<file path="config.mk">
export PLATFORM = sky130hd
export DESIGN_NAME = par_ser_tx
export DESIGN_NICKNAME = d
export VERILOG_FILES = /design/src/rtl/ser_par_pkg.sv /design/src/rtl/par_ser_tx.sv
export SDC_FILE = /design/constraint.sdc
export NUM_CORES = 1
export LEC_CHECK = 0
export ABC_AREA = 1
export BUFFER_PORTS_ARGS = -buffer_cell sky130_fd_sc_hd__buf_2
export CAP_MARGIN = 0
export CORE_MARGIN = 2
export CORE_UTILIZATION = 37
export CTS_CLUSTER_DIAMETER = 120
export CTS_CLUSTER_SIZE = 30
export DETAILED_ROUTE_END_ITERATION = 6
export MAX_ROUTING_LAYER = met4
export PLACE_DENSITY_LB_ADDON = 0.08
export SLEW_MARGIN = 20
export SYNTH_ARGS = -nofsm -noshare
export SYNTH_HDL_FRONTEND = slang
export SYNTH_SLANG_ARGS = --single-unit
</file>
<file path="constraint.sdc">
create_clock -name clk_32f -period 1.83 [get_ports clk_32f]
set_clock_uncertainty 0.15 [all_clocks]
set_input_delay 0.0915 -clock clk_32f [delete_from_list [all_inputs] [get_ports clk_32f]]
set_output_delay 0.0915 -clock clk_32f [all_outputs]
set_load 0.02 [all_outputs]
</file>
<file path="src/rtl/ser_par_pkg.sv">
// Shared definitions for the 8-bit serial link: comma character, byte width
// and the transmitter/receiver link state encoding.
package ser_par_pkg;

   localparam logic [7:0] COMMA_BC      = 8'hBC;
   localparam int         BITS_PER_BYTE = 8;

   typedef enum logic {
      SYNC   = 1'b0,
      ACTIVE = 1'b1
   } state_t;

endpackage

</file>
<file path="src/rtl/par_ser_tx.sv">
// Parallel-to-serial transmitter: sends BC_MIN training commas after reset,
// then user bytes MSB first, filling every idle byte slot with a comma.
module par_ser_tx
   import ser_par_pkg::*;
#(
   parameter int unsigned BC_MIN = 4,
   parameter logic [7:0]  COMMA  = COMMA_BC
) (
   input  logic       clk_32f,
   input  logic       reset,
   input  logic [7:0] data_in,
   input  logic       valid_in,
   output logic       load_req,
   output logic       data_ack,
   output logic       data_out,
   output logic       active
);

   localparam int         CNT_W   = $clog2(BITS_PER_BYTE);
   localparam logic [3:0] BC_LAST = 4'(BC_MIN - 1);

   logic [CNT_W-1:0] bit_cnt;
   logic [7:0]       shreg;
   logic [3:0]       bc_cnt;
   logic [3:0]       bc_cnt_nxt;
   state_t           state;
   state_t           state_nxt;
   logic [7:0]       byte_sel;
   logic             load_edge;

   assign load_edge = (bit_cnt == CNT_W'(BITS_PER_BYTE - 1));

   // Outputs are forced low while reset is asserted, not just after the edge.
   assign load_req = reset & load_edge;
   assign active   = reset & (state == ACTIVE);
   assign data_ack = load_req & active & valid_in;

   always_comb begin
      state_nxt  = state;
      bc_cnt_nxt = bc_cnt;
      byte_sel   = COMMA;
      if (load_edge) begin
         case (state)
            SYNC: begin
               if (bc_cnt == BC_LAST) begin
                  state_nxt  = ACTIVE;
                  bc_cnt_nxt = 4'd0;
               end else begin
                  bc_cnt_nxt = bc_cnt + 4'd1;
               end
            end
            ACTIVE: begin
               if (valid_in) byte_sel = data_in;
            end
            default: ;
         endcase
      end
   end

   always_ff @(posedge clk_32f) begin
      if (!reset) begin
         bit_cnt  <= '1;
         shreg    <= 8'h00;
         data_out <= 1'b0;
         state    <= SYNC;
         bc_cnt   <= 4'd0;
      end else begin
         bit_cnt <= bit_cnt + 1'b1;
         state   <= state_nxt;
         bc_cnt  <= bc_cnt_nxt;
         // MSB goes straight to the line; the remaining 7 bits queue in shreg.
         if (load_edge) {data_out, shreg} <= {byte_sel, 1'b0};
         else           {data_out, shreg} <= {shreg, 1'b0};
      end
   end

endmodule

</file>
==> out/summary.txt <==
most common cell in the netlist: dfxtp_1
die width: 46.7 um
Rows: 15
Cells after DPL: 118
adder-cell share of the synthesized area: 5.58%
Synth Instances: 81
MaxCap Viol Count: 0
largest cells by area after synthesis: dfxtp_1 48%, nor2_1 6.7%, nand2_1 6.1%
drc violations: 0
WL/cell: 9.36 um
Peak VDD IR: 0.398 mV
post-CTS setup repair buffer count: 0
Crit Path Class: register to output pin
fraction of layout instances using a drive strength above 1: 27.1%
Initial Util: 39.0%
# H-tree levels: 1
worst slack, placed: 219 ps
pin count of the biggest net entering global routing: 14
setup violators final: 0
GPL Wtd Cong: 0.750
post-synthesis cell type count: 20
Async S/R FF share, synth: 0%
via count: 545
most frequent cells after synthesis: 16 x dfxtp_1, 12 x nor2_1, 11 x nand2_1, 8 x o21ai_0, 7 x inv_1
Detail Route Antenna Nets: 0
cell area after layout: 907 um2
Hold Path Class: register to register
Post-Syn Nets: 95
relative slew slack: 85.9%
Mapped Area: 673 um2
residual overflow from global routing: 0
Post-layout nets: 122
Detailed Place HPWL: 857 um
IO Pins: 15
clock sinks: 16
Synth top area share: 47.6%
first-pass GRT wire length: 1990 um
Clock transition at path regs: 90 ps
die height: 46.7 um
clock root buffer: clkbuf_4
syn avg cell area: 8.31 um2
Pwr Total: 805 uW
Synth Area in Compound Gates: 12.8%
CP Capture Type: output pin
full die area: 2180 um2
xor-xnor portion of the synthesized cell area: 1.30%
Tcrit/Tclk final: 93.1%
clock period minus worst slack: 1700 ps
cell area after placement: 758 um2
vias in the first global route: 475
Clock Latency Late Sink: 280 ps
Pwr Density: 887 nW/um2
router iterations before antenna repair: 3
mean number of vias per cell: 4.13
TritonCTS clock tree: yes
Synth area leader: dfxtp_1
simple-gate share of the synthesized area: 23.8%
Total Neg Setup Slack: 0 ps
Peak Freq: 0.587 GHz
worst-path fanout max: 10
final wirelength: 1240 um
Area Growth Syn to Fin: 34.8%
mux share of post-synthesis cell area: 0%
final hold viol count: 0
RSZ-0062 raised after global routing: no
CP arrival: 1460 ps
initial antenna violation count: 0
largest family of logic cells by synthesized area: simple AND/OR/NAND/NOR gates
leakage power: 0.428 nW
Port Buf Inserts: 14
filler-free cell count of the finished design: 132
CP required: 1590 ps
synth warn: 0
#FFs+latches synth: 16
startpoint types: register
TritonCTS Buffers: 3
Placeable Area: 1730 um2
Detailed Route Iter0 Violations: 9
Post-synth EDFFs: 0
final worst setup slack: 127 ps
status: finished, final reports clean
Worst-Margin Slew: 211 ps
Seq/Total Area, Yosys: 47.6%
# diodes: 0
clock buffer depth: 2
top_reg_cell synth: dfxtp_1
global-route usage over all layers: 13.8%
Slew Viols, Final: 0
-- per-stage QoR --
step / util (%) / hold WS, ps
after floorplan: - / 44.6
after global placement: 43.9 / 134
after detailed placement: 43.9 / 140
after CTS: 52.0 / 249
after global routing: 52.5 / 275
final: 52.5 / 250
-- kinds of logic (layout without fill, tap and decap cells) --
kind of cell,after synthesis,count (layout)
DFF,16,16
AOI/OAI and AO/OA,16,16
adders and majority gates,3,3
and+or+nand+nor,32,32
buffers and inverters,13,39
xor gates and xnor gates,1,1
-- final cells by class --
| cell class | count | area (um2) |
|---|---|---|
| multi-input combinational | 52 | 305 |
| timing repair buffer | 24 | 170 |
| sequential | 16 | 320 |
| tap | 25 | 31.3 |
| fill | 176 | 820 |
| inverter | 11 | 43.8 |
| clock buffer | 4 | 36.3 |
-- cell usage in the layout (no fill, tap or decap) --
master and instances:
clkinv_1 1, nand2_1 11, nand3_4 1, buf_2 14, inv_4 1, inv_1 7
ha_1 2, xor2_1 1, nand2_4 2, dlygate4sd3_1 10, or2_2 2, a21oi_1 6
inv_2 2, clkbuf_8 1, o21ai_0 8, dfxtp_1 16, nand2_2 1, clkbuf_4 3
o21ai_1 1, nor2_1 12, o21bai_2 1, nand3_1 3, ha_4 1
-- sequential cells by signal, indices dropped and copies added (netlist names) --
| name | cells |
|---|---|
| data_out | 1 |
| shreg | 7 |
| bc_cnt | 4 |
| state | 1 |
| bit_cnt | 3 |
-- timing repair --
| item | in CTS | in global routing |
|---|---|---|
| hold endpoints to repair | 9 | 0 |
| gates resized for setup | 1 | 1 |
| hold buffers | 10 | 0 |
| pin swaps | 0 | 0 |
| setup endpoints to repair | 2 | 1 |
-- path summary, 6_finish.rpt --
path                            startpoint  slack [ps]    endpoint  depth (start not counted)
worst max register to register  bit_cnt[0]         490   bc_cnt[0]                          5
worst max-delay path            bit_cnt[0]         130    data_ack                          7
worst min register to register  bit_cnt[0]         250  bit_cnt[0]                          1
worst min-delay path            bit_cnt[0]         250  bit_cnt[0]                          1
-- report_power, final --
part	switching, mW	total, mW	leakage [nW]	internal (mW)
Clock	0.112	0.233	0.0210	0.121
Combinational	0.0864	0.165	0.275	0.0783
Sequential	0.0218	0.407	0.132	0.385
Total	0.220	0.805	0.428	0.584
-- critical path: stages, from the launching register on --
cell     delay, ps
dfxtp_1        340
ha_1           190
ha_4           230
nand2_4         70
inv_4           80
nand2_2         60
inv_2           60
buf_2          150
-- routing by layer --
metal / part of all wire (%) / global-route usage, % / routed length, um / vias to the layer above
met1: 54 / 18.3 / 669 / 222
met5: 0 / - / 0 / -
met3: 3.8 / 2.35 / 47 / 4
met4: 1.8 / 8.33 / 22 / 0
met2: 40 / 19.4 / 496 / 12
li1: - / - / - / 307
Note: power is estimated with default switching activity, not from simulation.
